[src/rtl/branch_resolve.sv]
// Redirect arbiter between EX and PC: tracks each fetched address with its prediction,
// resolves it against the EX result, and emits a one-cycle registered jump/flush pulse.
`ifndef BRANCH_RESOLVE_DEFS
`define BRANCH_RESOLVE_DEFS
`define HOLDPIP_BUS                   2:0
`define HOLD_NO                       3'b000
`define INST_ADDR_BUS                 31:0
`define INST_ADDR_BUS_WIDTH           32
`define JUMP_CAUSE_BUS                2:0
`define JUMP_CAUSE_NO                 3'd0
`define JUMP_CAUSE_EXCEPTION          3'd1
`define JUMP_CAUSE_INTERRUPT          3'd2
`define JUMP_CAUSE_NOCONDITION        3'd3
`define JUMP_CAUSE_PREDICT_NO_BUT_YES 3'd4
`define JUMP_CAUSE_PREDICT_YES_BUT_NO 3'd5
`endif

module branch_resolve #(
  parameter int DEPTH     = 4,
  parameter int CNT_WIDTH = 32
) (
  input  logic                   clk,
  input  logic                   rst_n,
  input  logic                   jtag_reset_i,
  input  logic [`HOLDPIP_BUS]    hold_flag_i,
  input  logic [`INST_ADDR_BUS]  fetch_addr_i,
  input  logic                   predict_jump_i,
  input  logic                   ex_valid_i,
  input  logic                   ex_is_branch_i,
  input  logic                   ex_is_jump_i,
  input  logic                   ex_taken_i,
  input  logic [`INST_ADDR_BUS]  ex_pc_i,
  input  logic [`INST_ADDR_BUS]  ex_target_i,
  input  logic                   exc_req_i,
  input  logic [`INST_ADDR_BUS]  exc_vector_i,
  input  logic                   irq_req_i,
  input  logic [`INST_ADDR_BUS]  irq_vector_i,
  output logic [`JUMP_CAUSE_BUS] jump_cause_o,
  output logic [`INST_ADDR_BUS]  jump_from_addr_o,
  output logic [`INST_ADDR_BUS]  jump_to_addr_o,
  output logic                   flush_o,
  output logic [CNT_WIDTH-1:0]   branch_cnt_o,
  output logic [CNT_WIDTH-1:0]   mispredict_cnt_o,
  output logic                   err_o
);

  localparam int AW = `INST_ADDR_BUS_WIDTH;
  localparam int PW = $clog2(DEPTH);

  typedef logic [AW-1:0] addr_t;
  typedef logic [PW-1:0] ptr_t;
  typedef logic [PW:0]   cnt_t;
  typedef logic [CNT_WIDTH-1:0] perf_t;

  localparam cnt_t FULL_CNT = cnt_t'(DEPTH);

  addr_t            addr_q [DEPTH];
  logic [DEPTH-1:0] pred_q;
  ptr_t             head_q, head_d, tail_q, tail_d;
  cnt_t             cnt_q, cnt_d;

  logic [`JUMP_CAUSE_BUS] cause_q, cause_d;
  addr_t from_q, from_d, to_q, to_d;
  perf_t bcnt_q, bcnt_d, mcnt_q, mcnt_d;
  logic  err_q, err_d;

  logic  run, push, pop, empty, full, hit, pred, deq, ovf;
  logic  br_res, misp;
  addr_t head_addr, irq_from;

  // A pulse in flight means the instructions behind it are wrong-path.
  assign flush_o = (cause_q != `JUMP_CAUSE_NO);
  assign run     = (hold_flag_i == `HOLD_NO) && !flush_o;
  assign push    = run;
  assign pop     = run && ex_valid_i;

  assign empty     = (cnt_q == '0);
  assign full      = (cnt_q == FULL_CNT);
  assign head_addr = addr_q[head_q];
  assign hit       = !empty && (head_addr == ex_pc_i);
  assign pred      = hit && pred_q[head_q];
  assign ovf       = push && full && !pop;
  assign deq       = (pop && !empty) || ovf;

  // With nothing from EX, the oldest in-flight instruction is the interrupt return point;
  // an empty queue means that is the one being fetched right now.
  assign irq_from = ex_valid_i ? ex_pc_i : (empty ? fetch_addr_i : head_addr);

  always_comb begin
    head_d = head_q + ptr_t'(deq);
    tail_d = tail_q + ptr_t'(push);
    cnt_d  = cnt_q + cnt_t'(push) - cnt_t'(deq);
    if (flush_o) begin
      head_d = '0;
      tail_d = '0;
      cnt_d  = '0;
    end
  end

  always_comb begin
    cause_d = `JUMP_CAUSE_NO;
    from_d  = '0;
    to_d    = '0;
    br_res  = 1'b0;
    misp    = 1'b0;
    if (run) begin
      if (exc_req_i) begin
        cause_d = `JUMP_CAUSE_EXCEPTION;
        from_d  = ex_pc_i;
        to_d    = exc_vector_i;
      end else if (irq_req_i) begin
        cause_d = `JUMP_CAUSE_INTERRUPT;
        from_d  = irq_from;
        to_d    = irq_vector_i;
      end else if (ex_valid_i && ex_is_jump_i) begin
        cause_d = `JUMP_CAUSE_NOCONDITION;
        from_d  = ex_pc_i;
        to_d    = ex_target_i;
      end else if (ex_valid_i && ex_is_branch_i) begin
        br_res = 1'b1;
        if (!pred && ex_taken_i) begin
          cause_d = `JUMP_CAUSE_PREDICT_NO_BUT_YES;
          from_d  = ex_pc_i;
          to_d    = ex_target_i;
          misp    = 1'b1;
        end else if (pred && !ex_taken_i) begin
          cause_d = `JUMP_CAUSE_PREDICT_YES_BUT_NO;
          from_d  = ex_pc_i;
          to_d    = ex_pc_i + addr_t'(4);
          misp    = 1'b1;
        end
      end
    end
  end

  always_comb begin
    bcnt_d = bcnt_q;
    mcnt_d = mcnt_q;
    if (br_res && (bcnt_q != '1)) bcnt_d = bcnt_q + perf_t'(1);
    if (misp && (mcnt_q != '1))   mcnt_d = mcnt_q + perf_t'(1);
    err_d = err_q | ovf | (pop && !hit);
  end

  // Entry storage needs no reset: occupancy is tracked by the pointers and count.
  always_ff @(posedge clk) begin
    if (push) begin
      addr_q[tail_q] <= fetch_addr_i;
      pred_q[tail_q] <= predict_jump_i;
    end
  end

  always_ff @(posedge clk or posedge rst_n) begin
    if (rst_n) begin
      head_q  <= '0;
      tail_q  <= '0;
      cnt_q   <= '0;
      cause_q <= `JUMP_CAUSE_NO;
      from_q  <= '0;
      to_q    <= '0;
      bcnt_q  <= '0;
      mcnt_q  <= '0;
      err_q   <= 1'b0;
    end else if (jtag_reset_i) begin
      head_q  <= '0;
      tail_q  <= '0;
      cnt_q   <= '0;
      cause_q <= `JUMP_CAUSE_NO;
      from_q  <= '0;
      to_q    <= '0;
      bcnt_q  <= '0;
      mcnt_q  <= '0;
      err_q   <= 1'b0;
    end else begin
      head_q  <= head_d;
      tail_q  <= tail_d;
      cnt_q   <= cnt_d;
      cause_q <= cause_d;
      from_q  <= from_d;
      to_q    <= to_d;
      bcnt_q  <= bcnt_d;
      mcnt_q  <= mcnt_d;
      err_q   <= err_d;
    end
  end

  assign jump_cause_o     = cause_q;
  assign jump_from_addr_o = from_q;
  assign jump_to_addr_o   = to_q;
  assign branch_cnt_o     = bcnt_q;
  assign mispredict_cnt_o = mcnt_q;
  assign err_o            = err_q;

endmodule

[config.mk]
export PLATFORM = sky130hd
export DESIGN_NAME = branch_resolve
export DESIGN_NICKNAME = d
export VERILOG_FILES = /design/src/rtl/branch_resolve.sv
export SDC_FILE = /design/constraint.sdc
export NUM_CORES = 1
export LEC_CHECK = 0
export ABC_AREA = 1
export BUFFER_PORTS_ARGS = -buffer_cell sky130_fd_sc_hd__buf_2
export CAP_MARGIN = 5
export CORE_MARGIN = 4
export CORE_UTILIZATION = 55
export DETAILED_ROUTE_END_ITERATION = 10
export PLACE_DENSITY = 0.8
export SETUP_SLACK_MARGIN = 0.15
export SLEW_MARGIN = 20
export SYNTH_ARGS = -nofsm -noshare
export SYNTH_HDL_FRONTEND = slang
export SYNTH_SLANG_ARGS = --single-unit
[constraint.sdc]
create_clock -name clk -period 15.2 [get_ports clk]
set_input_delay 4.56 -clock clk [delete_from_list [all_inputs] [get_ports clk]]
set_output_delay 4.56 -clock clk [all_outputs]
set_load 0.02 [all_outputs]
Word level (Yosys, flattened, before mapping)
Memory sizes are Yosys's and may differ from the RTL's.
Cells that the tools add are included.
{"block": "op_classes", "eq_ne": 4, "bitwise_logic": 2, "n_addsub": 7, "mux": 56, "reduce_logical": 27, "n_lt_le_gt_ge": 3}
{"op": "$mux W32", "count": 22}
{"op": "$add A32 B1 Y32 const B", "count": 2}
{"op": "$ne A32 B32 Y1 const B", "count": 2}
{"op": "$add A32 B3 Y32 const B", "count": 1}
{"op": "$eq A32 B32 Y1", "count": 1}
{"op": "$mux W3", "count": 10}
{"op": "$mux W1", "count": 17}
{"op": "$logic_and A1 B1 Y1", "count": 15}
{"op": "$mux W2", "count": 4}
{"op": "$logic_not A1 Y1", "count": 6}
{"op": "$logic_not A3 Y1", "count": 2}
{"op": "$lt A2 B3 Y1 const B", "count": 2}
{"op": "$add A2 B1 Y2", "count": 2}
{"op": "$bwmux W4", "count": 1}
{"op": "$reduce_bool A2 Y1", "count": 2}
{"op": "$add A3 B1 Y3", "count": 1}
{"op": "$eq A3 B3 Y1 const B", "count": 1}
{"op": "$reduce_bool A3 Y1", "count": 1}
{"op": "$sub A3 B1 Y3", "count": 1}
{"op": "$bmux W1 S2", "count": 1}
{"op": "$demux W1 S2", "count": 1}
{"op": "$ge A2 B1 Y1 const B", "count": 1}
{"op": "$or A1 B1 Y1", "count": 2}
{"op": "$logic_or A1 B1 Y1", "count": 1}
{"block": "word_totals", "ramBits": 128, "word_cells": 110, "n_memories": 1, "inputBits": 173, "out_inout_bits": 133, "ff_bits": 143}
{"memory": "addr_q", "depth": 4, "word_bits": 32, "rd": 1, "rd_clocked_by_memory_dff": 0, "wr": 1, "line": "57", "text": "addr_t addr_q [DEPTH];"}

Logic depth before layout (Yosys ltp)
Gate-level depths: netlist of the first run.
{"block": "depth", "word_depth": 15, "mapped_depth": 24, "mapped_depth_nobuf": 22}

Least setup slack after synthesis of the first run
OpenSTA, ideal clock, no wires.
{"block": "synth_timing", "path_kind": "input-to-reg", "startpoint": "input port hold_flag_i[1]", "endpoint": "memory addr_q[0][0] (netlist bit), enable pin", "stages": 3, "setup_time_ns": 0.464, "n_path_buf": 0, "required_time_ns": 14.736, "path_slack_ns": 7.522, "arrival_ns": 7.214, "cell_sequence": "nor3_2 nand2_4 nor3_1"}
{"block": "synth_between", "elab_chain_cells": 4}
{"element": "start, declared", "line": "25", "text": "input logic [`HOLDPIP_BUS] hold_flag_i,"}
{"element": "$logic_not A3 Y1 (no source line)"}
{"element": "$logic_and A1 B1 Y1", "line": "73", "text": "assign run = (hold_flag_i == `HOLD_NO) && !flush_o;"}
{"element": "$mux W1", "line": "146", "text": "if (push) begin"}
{"element": "$mux W1 (not written as such)", "line": "147", "text": "addr_q[tail_q] <= fetch_addr_i;"}
{"element": "end, declared", "line": "57"}
Every way passes these cells.

Worst setup path in the final report of the first run
{"block": "layout_timing", "startpoint": "input port ex_pc_i[15]", "endpoint": "register to_q[15], in the netlist jump_to_addr_o[15]"}
{"block": "layout_between", "elab_chain_cells": 12, "elab_cells_between_ends": 15, "cone_classes": "add/sub (1); eq/ne (1); mux (8); reduce/logical (5)"}
{"element": "start, declared", "line": "32", "text": "input logic [`INST_ADDR_BUS] ex_pc_i,"}
{"element": "branches (longest 5 deep; another with $add A32 B3 Y32)"}
{"element": "$mux W32 *", "line": "121", "text": "if (!pred && ex_taken_i) begin"}
{"element": "$mux W32 *", "line": "119", "text": "end else if (ex_valid_i && ex_is_branch_i) begin"}
{"element": "$mux W32 *", "line": "115", "text": "end else if (ex_valid_i && ex_is_jump_i) begin"}
{"element": "$mux W32 *", "line": "111", "text": "end else if (irq_req_i) begin"}
{"element": "$mux W32 *", "line": "107", "text": "if (exc_req_i) begin"}
{"element": "$mux W32 *", "line": "106", "text": "if (run) begin"}
{"element": "$mux W32 *", "line": "163", "text": "end else if (jtag_reset_i) begin"}
{"element": "end signal, assigned", "line": "179", "text": "to_q <= to_d;"}
{"element": "end, declared", "line": "63", "text": "addr_t from_q, from_d, to_q, to_d;"}
Mark *: on every way between the ends.
A chain may end at the register's enable or synchronous reset.

==> reports/results.tsv, run 1 <==
metric	value	unit
status	finished, final reports clean	
pre_cts_ws	6.464	ns
wl_per_cell	21.46	microns
netlist_area	14930	sq um
relSlewSlack	32.33	%
startpoint_type	input port	
synth_top_area_share	26.56	%
antenna_left	0	
dpl.cell_count	2424	
end_kind	flop	
synth.area.top_cells	edfxtp_1, dfrtp_1, nand2_1, nand3_1, o21ai_0	
dp_hpwl	38560	microns
cts_resized	0	
finalSetupTns	0	ns
synth-simple-area-share	28.95	%
cts_htree_levels	1	
overflow	0	
setup_viol	0	
p_clk_share	41.1	%
critPathSlowestCell	inv_1	
coreArea	26800	sq um
clock_latency	0.55	ns
fmax	0.1216	GHz
cts_buffer_depth	3	
synth.distinct_cells	49	
reg2reg_slack	9.27	ns
synth_mux_area_share	0	%
min_period_over_period	54.11	%
synth_edf_count	132	
grt_pass1_wl	82590	microns
dieArea	29840	sq um
crit_type	input port to flop	
slew_violations	0	
grt_max_degree	73	
ys_seq_elements	271	
gr-usage-all-layers	34.57	%
ys_seq_area_share	49.86	%
combPwrFrac	10.5	%
synth_xor_area_share	2.699	%
postCtsSetupBuffers	0	
drc_errors	0	
yosysTopAreaCell	edfxtp_1	
gp_congestion	1.063	
crit_chain	buf_2, inv_1, nand3_1, nand2_1, inv_1, o211ai_1, nor3_1, nand3_1, nor2_1, nand2_1, ha_1, inv_1, nand2_1, inv_1, o21ai_0, a221oi_1, nor2_1	
max_stage_delay	0.87	ns
drt_first_iter_violations	1746	
hold_path_class	flop to flop	
io_pins	306	
period_needed	8.225	ns
cts_buffers	28	
antenna_found_initial	5	
synth_compound_area_share	11.18	%
maxCapViolations	0	
fin_ws	6.975	ns
worst-path-max-fanout	30	
ir_drop	112.2	uV
first_pass_iters	8	
fin_skew	0.01645	ns
synth_flop_cell	dfrtp_1	
area_delta_synth_final	17.33	%
syn_nets	2029	
mostFrequentLayoutCells	nand2_1, buf_2, nand3_1	
p_switching	411.9	uW
layoutNonFillerInstCount	2478	
fill_cells	2311	
synthCells	1845	
numClockSinks	271	
fp-row-count	60	
die_width	172.7	microns
synth_area_per_cell	8.090	sq um
hold_violations	0	
p_leak	7.859	nW
layout.cells.most_common	nand2_1	
cts_hold_buf	0	
worstPathRequired	15.63	ns
switching_share	25.52	%
path_clk_slew	0.06	ns
num_vias	15000	
cts_tree	yes	
fin_nets	2298	
drive_gt1_share	18.97	%
synth_warnings	0	
pwr_density_cell	92.16	nW/um^2
rsz0062_at_grt	false	
cts_root_buf	clkbuf_16	
async_flop_share	51.29	%
pwr-share-seq	48.5	%
via_per_inst	6.052	
grt_pass1_vias	14590	
yosys.area_share.adder	0.9724	%
die_height	172.7	microns
cpMostUsedCell	inv_1	
start_util	55.69	%
intPower	1.202	mW
synth_top_family_by_area	simple AND/OR/NAND/NOR gates	
portBuffers	305	
tightest_slew	1.014	ns
totalWireLength	53180	microns
cp_data_arrival_time	8.65	ns
-- power by group through the flow --
stage	sequential, mW	combinational (mW)	clock (mW)
after detailed placement	0.796	0.164	0
after global routing	0.782	0.183	0.700
after CTS	0.782	0.165	0.667
after global placement	0.796	0.161	0
after floorplan	0.801	0.0861	0
final	0.782	0.169	0.663
-- final timing paths --
check	start	endpoint	depth (start not counted)
hold / removal	branch_cnt_o[1]$_DFFE_PP0P_	branch_cnt_o[1]$_DFFE_PP0P_	2
max in group asynchronous	rst_n	jump_from_addr_o[22]$_DFF_PP0_	4
setup reg to reg	head_q[0]$_DFF_PP0_	jump_to_addr_o[15]$_DFF_PP0_	19
min in group asynchronous	rst_n	jump_cause_o[0]$_DFF_PP0_	2
setup / recovery	ex_pc_i[15]	jump_to_addr_o[15]$_DFF_PP0_	17
hold reg to reg	branch_cnt_o[1]$_DFFE_PP0P_	branch_cnt_o[1]$_DFFE_PP0P_	2
-- cell type report --
cell class                      count  area [sq um]  area share (%)
Sequential cell                   271          7443           42.50
Multi-Input combinational cell   1352          6579           37.57
Timing Repair Buffer              318          1644           9.388
Clock buffer                       40         787.0           4.494
Inverter                          143         545.5           3.115
Tap cell                          341         426.7           2.436
Clock inverter                     11         81.33          0.4644
Antenna cell                        2         5.005         0.02858
-- metal layers --
metal	vias to the layer above	part of all wire [%]	global-route usage, %
li1	6786	-	-
met1	7082	37	43.64
met2	944	50	59.91
met3	177	9.1	5.837
met4	8	4.3	13.47
met5	-	0.088	0
-- Yosys cell counts, drive strengths merged, types with 2 or more instances --
cell type and instances:
nor2 162, xor2 28, a221oi 9, dfrtp 139
ha 10, o21ai 138, or2 2, clkbuf 42
clkinv 4, nand4 39, nor4 11, edfxtp 132
nand3 166, o31ai 31, xnor2 18, a21oi 73
buf 37, o21bai 2, nor3b 3, a31oi 31
inv 139, nand3b 4, nor3 59, nand2 553
o211ai 5
-- cell families after synthesis --
family	Yosys count
DFF	271
adders and majority gates	11
AOI/OAI and AO/OA	294
buffers and inverters	222
and+or+nand+nor	1001
xor gates and xnor gates	46
-- registers in the layout, indices dropped and copies added (netlist names) --
signal            flops
cnt_q                 3
tail_q                2
pred_q                4
head_q                2
jump_to_addr_o       32
jump_from_addr_o     32
mispredict_cnt_o     32
jump_cause_o          3
branch_cnt_o         32
addr_q              128
err_o                 1
-- worst max-delay path: cells and delay by family --
family	cells	cell delay [ns]
AOI/OAI and AO/OA	3	0.83
adders and majority gates	1	0.23
buffers and inverters	5	1.73
and+or+nand+nor	8	1.28
-- metrics by stage --
stage               hold WS, ns  power [mW]  util [%]  instance area (sq um)
floorplan                0.5673      0.8867         -                  14930
global placement         0.5163      0.9577     61.92                  16600
finish                   0.5441       1.614     65.34                  17510
CTS                      0.5305       1.614     65.22                  17480
global route             0.5740       1.666     65.33                  17510
detailed placement       0.5158      0.9600     61.98                  16610
No activity file was read; power rests on OpenSTA's default activity.
==> run 2, diff against run 1 <==
CORE_UTILIZATION = 50   (was 55)
PLACE_DENSITY = 0.77   (was 0.8)
clock period = 7.1 ns   (was 15.2 ns; I/O delays follow)
==> run 2 against run 1 <==
Against the previous run:
- combinational power increased by 110%
- non-clock buffer count decreased by 1
- first-iteration DRC count decreased by 15%
- die area increased by 9.5%
- wire length increased by 1.4%
- worst setup slack got worse by 5.4 ns
- utilization decreased by 4.2 points
- critical endpoint is now jump_from_addr_o[23]$_DFF_PP0_
- sequential cell count unchanged
- count of clock-buffer cells in the layout decreased by 2
- clock skew increased by 0.019 ns
- critical path depth increased by 3
==> reports/results.tsv, run 2 (synthesized netlist as in run 1, its figures left out) <==
metric	value	unit	change
end_kind	flop		unchanged
crit_type	flop to flop		was input port to flop
clock_latency	0.59	ns	was 0.55 ns
fin_skew	0.03582	ns	was 0.01645 ns
cts_root_buf	clkbuf_16		unchanged
via_per_inst	5.949		was 6.052
portBuffers	305		unchanged
rsz0062_at_grt	false		unchanged
start_util	51.31	%	was 55.69%
slew_violations	0		unchanged
path_clk_slew	0.06	ns	about the same
coreArea	29090	sq um	was 26800 sq um
cp_data_arrival_time	5.91	ns	was 8.65 ns
worstPathRequired	7.49	ns	was 15.63 ns
dp_hpwl	38220	microns	was 38560 microns
cts_htree_levels	1		unchanged
drt_first_iter_violations	1488		was 1746
critPathSlowestCell	inv_2		was inv_1
antenna_found_initial	9		was 5
regMostFlops	addr_q		unchanged
drc_errors	0		unchanged
cts_buffer_depth	3		unchanged
gp_congestion	1.046		was 1.063
grt_pass1_wl	82370	microns	was 82590 microns
fmax	0.1812	GHz	
status	finished, final reports clean		unchanged
layout.cells.most_common	nand2_1		unchanged
io_pins	306		unchanged
antenna_left	0		unchanged
tightest_slew	1.116	ns	was 1.014 ns
num_vias	15060		was 15000
maxCapViolations	0		unchanged
crit_family	simple AND/OR/NAND/NOR gates		was buffers and inverters
hold_violations	0		unchanged
cts_tree	yes		unchanged
pwr_density_cell	211.8	nW/um^2	was 92.16 nW/um^2
die_height	180.8	microns	was 172.7 microns
relSlewSlack	25.18	%	was 32.33%
grt_pass1_vias	14550		was 14590
period_needed	5.520	ns	
grt_max_degree	89		was 73
overflow	0		unchanged
cts_hold_buf	0		unchanged
finalSetupTns	0	ns	unchanged
max_stage_delay	0.66	ns	was 0.87 ns
stdcell_area	17780	sq um	was 17510 sq um
largest_reg_flops	128		unchanged
cts_buffers	31		was 28
die_width	180.8	microns	was 172.7 microns
hold_path_class	flop to flop		unchanged
wl_per_cell	21.30	microns	was 21.46 microns
setup_viol	0		unchanged
crit_chain	buf_4, inv_2, nand3_1, nand2_1, nand2_1, nand2_1, nand2_1, nor3b_1, nand3_1, nor2_1, nand2_1, ha_1, inv_1, nand2_1, o21ai_0, nand2_1, nand2_1, inv_1, o21ai_0, a31oi_1		was buf_2, inv_1, nand3_1, nand2_1, inv_1, o211ai_1, nor3_1, nand3_1, nor2_1, nand2_1, ha_1, inv_1, nand2_1, inv_1, o21ai_0, a221oi_1, nor2_1
fill_cells	2573		was 2311
worst-path-max-fanout	36		was 30
dieArea	32680	sq um	was 29840 sq um
totalWireLength	53900	microns	was 53180 microns
area_delta_synth_final	19.15	%	was 17.33%
fin_nets	2300		was 2298
first_pass_iters	6		was 8
p_leak	7.977	nW	was 7.859 nW
ir_drop	172.6	uV	was 112.2 uV
startpoint_type	flop		was input port
drive_gt1_share	19.52	%	was 18.97%
path_buf_inv	4		was 5
cpMostUsedCell	nand2_1		was inv_1
min_period_over_period	77.74	%	
gr-usage-all-layers	31.54	%	was 34.57%
mostFrequentLayoutCells	nand2_1, buf_2, nand3_1		unchanged
cts_resized	0		unchanged
postCtsSetupBuffers	0		unchanged
numClockSinks	271		unchanged
fp-row-count	62		was 60
place_area	16660	sq um	was 16610 sq um
==> run 2: cell types whose count changed in the layout (fill, tap and decap cells not counted), moves of 2 or more <==
| cell | delta |
|---|---|
| inv_6 | +2 |
| clkinv_1 | -2 |
| clkbuf_16 | +2 |
| clkinvlp_4 | +2 |
| diode_2 | +4 |
| clkbuf_1 | -5 |
| clkinv_4 | +3 |
| bufinv_16 | +5 |
==> run 2: final cells by class <==
type,count,area (sq um),area share [%]
Inverter,143,545.5,3.068
Timing Repair Buffer,317,1617,9.090
Multi-Input combinational cell,1352,6573,36.96
Antenna cell,6,15.01,0.08443
Clock inverter,20,277.8,1.562
Clock buffer,38,832.0,4.679
Sequential cell,271,7443,41.86
Tap cell,384,480.5,2.702
==> run 2: routing by layer <==
metal | GRT usage [%] | share of wire, % | vias up | wire [microns]
met5 | 0 | 0.072 | - | 39
met1 | 40.34 | 38 | 7198 | 20530
met4 | 13.55 | 5.2 | 6 | 2793
met2 | 53.07 | 48 | 862 | 25820
met3 | 5.429 | 8.8 | 180 | 4719
li1 | - | - | 6810 | -
==> run 2: metrics by stage <==
step / util (%) / total power [mW] / worst slack (ns) / cells / hold WS [ns]
floorplan: - / 1.898 / 1.245 / 1845 / 0.5673
global placement: 57.23 / 2.047 / 1.138 / 2467 / 0.5202
detailed placement: 57.26 / 2.053 / 1.183 / 2467 / 0.5353
CTS: 61.08 / 3.767 / 1.747 / 2525 / 0.5493
global route: 61.11 / 3.873 / 1.331 / 2528 / 0.5645
finish: 61.13 / 3.767 / 1.580 / 2531 / 0.5449
==> run 2: path summary, 6_finish.rpt <==
| path | depth (start not counted) | slack [ns] | start | to |
|---|---|---|---|---|
| worst min register to register | 2 | 0.54 | branch_cnt_o[1]$_DFFE_PP0P_ | branch_cnt_o[1]$_DFFE_PP0P_ |
| worst max-delay path | 20 | 1.58 | head_q[1]$_DFF_PP0_ | jump_from_addr_o[23]$_DFF_PP0_ |
| max in group asynchronous | 3 | 4.07 | rst_n | head_q[0]$_DFF_PP0_ |
| worst min-delay path | 2 | 0.54 | branch_cnt_o[1]$_DFFE_PP0P_ | branch_cnt_o[1]$_DFFE_PP0P_ |
| worst max register to register | 20 | 1.58 | head_q[1]$_DFF_PP0_ | jump_from_addr_o[23]$_DFF_PP0_ |
| min in group asynchronous | 2 | 1.73 | rst_n | jump_to_addr_o[27]$_DFF_PP0_ |
==> run 2: tightest hold or removal path: stages (launching register included) <==
cell and delay (ns):
dfrtp_1 0.39, nand2_1 0.07, nand2_1 0.05
==> run 2: power breakdown <==
group / switching [mW] / total, mW / internal [mW] / leakage [nW]
combinational: 0.258 / 0.358 / 0.101 / 4.32
sequential: 0.00712 / 1.67 / 1.67 / 3.12
clock: 0.680 / 1.73 / 1.05 / 0.532
total: 0.945 / 3.77 / 2.82 / 7.98
==> run 3, diff against run 2 <==
clock period = 4.4 ns   (was 7.1 ns; I/O delays follow)
==> run 3 against run 2 <==
Against the previous run:
- global-route usage shrank 0.99 points
- non-clock buffer count grew 21
- worst setup slack lost 1.0 ns
- wire length shrank 3.6%
- sequential cell count is the same
- worst hold slack gained 0.0010 ns
==> reports/results.tsv, run 3 (synthesized netlist as in run 1, its figures left out) <==
metric	value	unit	change
gp_congestion	0.9777		was 1.046
grt_pass1_wl	80190	microns	was 82370 microns
via_per_inst	5.805		was 5.949
portBuffers	305		unchanged
fin_nets	2320		was 2300
layoutNonFillerInstCount	2550		was 2531
rsz0062_at_grt	false		unchanged
use_met1	39.09	%	was 40.34%
min_period_over_period	87.88	%	was 77.74%
fp-row-count	62		unchanged
cts_tree	yes		unchanged
startpoint_type	flop		unchanged
totalWireLength	51950	microns	was 53900 microns
period_needed	3.867	ns	was 5.520 ns
relSlewSlack	43.86	%	was 25.18%
gr-usage-met3	6.576	%	was 5.429%
first_pass_iters	6		unchanged
area_delta_synth_final	20.35	%	was 19.15%
wl_per_cell	20.37	microns	was 21.30 microns
crit_type	flop to flop		unchanged
pwr-share-seq	45.1	%	was 44.4%
fin_skew	0.02103	ns	was 0.03582 ns
pwr_density_cell	333.6	nW/um^2	was 211.8 nW/um^2
start_util	51.31	%	unchanged
final_util	61.75	%	was 61.13%
grt.busiest_layer	met2		unchanged
use_met2	50.61	%	was 53.07%
p_clk_share	45.1	%	was 46.0%
finalSetupTns	0	ns	unchanged
grt_pass1_vias	14470		was 14550
numClockSinks	271		unchanged
tightest_slew	0.8404	ns	was 1.116 ns
maxCapViolations	0		unchanged
worst-path-max-fanout	28		was 36
drc_errors	0		unchanged
cts_buffer_depth	3		unchanged
slew_violations	0		unchanged
largest_reg_flops	128		unchanged
cp_data_arrival_time	4.35	ns	was 5.91 ns
combPwrFrac	9.8	%	was 9.5%
dp_hpwl	37760	microns	was 38220 microns
gr-usage-all-layers	30.55	%	was 31.54%
antenna_left	0		unchanged
antenna_found_initial	13		was 9
regMostFlops	addr_q		unchanged
io_pins	306		unchanged
path_clk_slew	0.06	ns	about the same
drive_gt1_share	20.32	%	was 19.52%
grt_max_degree	68		was 89
cts_buffers	30		was 31
overflow	0		unchanged
intPower	4.463	mW	was 2.821 mW
die_width	180.8	microns	unchanged
die_height	180.8	microns	unchanged
cts_root_buf	clkbuf_16		unchanged
cts_htree_levels	1		unchanged
drt_first_iter_violations	1392		was 1488
hold_violations	0		unchanged
clock_latency	0.58	ns	was 0.59 ns
setup_viol	0		unchanged
ir_drop	371.8	uV	was 172.6 uV
fmax	0.2586	GHz	was 0.1812 GHz
coreArea	29090	sq um	unchanged
power	5.992	mW	was 3.767 mW
status	finished, final reports clean		unchanged
mostFrequentLayoutCells	nand2_1, buf_2, nand3_1		unchanged
fill_cells	2539		was 2573
worstPathRequired	4.88	ns	was 7.49 ns
hold_path_class	flop to flop		unchanged
stdcell_area	17960	sq um	was 17780 sq um
dieArea	32680	sq um	unchanged
reg2reg_slack	0.53	ns	was 1.58 ns
p_leak	8.082	nW	was 7.977 nW
place_area	16850	sq um	was 16660 sq um
p_switching	1.530	mW	was 945.5 uW
end_kind	flop		unchanged
dpl.cell_count	2487		was 2467
switching_share	25.53	%	was 25.10%
num_vias	14800		was 15060
layout.cells.most_common	nand2_1		unchanged
run 3: cell types whose count changed in the layout (fill, tap and decap cells not counted), sizes merged:
cell | previous run | this run
bufinv | 6 | 5
inv | 141 | 142
clkinv | 12 | 14
clkbuf | 38 | 36
clkinvlp | 4 | 3
buf | 317 | 337
run 3: final cells by class:
cell class                      count  area, sq um  area share (%)
Clock inverter                     21        285.3           1.588
Clock buffer                       35        789.5           4.395
Multi-Input combinational cell   1352         6566           36.55
Inverter                          143        541.8           3.016
Timing Repair Buffer              338         1842           10.25
Sequential cell                   271         7443           41.44
Tap cell                          384        480.5           2.675
Antenna cell                        6        15.01         0.08358
run 3: timing repair:
action,CTS,global route
endpoints found under the setup margin,0,1
buffers inserted,0,0
gates resized for setup,0,0
hold buffers,0,0
run 3: routing by layer:
layer	vias up	part of all wire (%)
met5	-	0.20
met4	16	4.4
li1	6845	-
met1	6940	38
met2	834	48
met3	169	9.5
run 3: worst max-delay path, stage by stage, from the launching register on:
cell	delay, ns
dfrtp_2	0.43
inv_2	0.27
buf_12	0.24
nand2_1	0.08
nand3_1	0.07
nand2_1	0.12
inv_1	0.10
nand2_1	0.08
nand2_1	0.13
nand3_1	0.08
nor3_1	0.15
nand3_1	0.21
nor3_1	0.34
ha_1	0.33
nor2_1	0.12
nand3_1	0.08
nor3_1	0.26
nand2_2	0.09
nand2_2	0.07
buf_4	0.27
nand4_1	0.11
o21ai_0	0.10
run 3: per-stage QoR:
step                      hold WS (ns)  setup WS, ns
after global placement          0.5185        0.3487
after detailed placement        0.5372        0.2998
after global routing            0.5669        0.1891
after CTS                       0.5505        0.4889
after floorplan                 0.5673      -0.03809
final                           0.5459        0.5332
run 3: final timing paths:
kind                                     start                          endpoint  cells after the start
max                        head_q[0]$_DFF_PP0_  mispredict_cnt_o[26]$_DFFE_PP0P_                     21
min                            err_o$_DFF_PP0_                   err_o$_DFF_PP0_                      2
max reg2reg                head_q[0]$_DFF_PP0_  mispredict_cnt_o[26]$_DFFE_PP0P_                     21
min reg2reg                    err_o$_DFF_PP0_                   err_o$_DFF_PP0_                      2
max in group asynchronous                rst_n       jump_to_addr_o[4]$_DFF_PP0_                      3
min in group asynchronous                rst_n      branch_cnt_o[13]$_DFFE_PP0P_                      2
run 3: power by group through the flow:
stage	Sequential (mW)	Clock [mW]	Combinational, mW
after detailed placement	2.75	0	0.574
after CTS	2.70	2.72	0.578
after floorplan	2.77	0	0.298
after global routing	2.70	2.85	0.640
final	2.70	2.70	0.588
after global placement	2.75	0	0.569
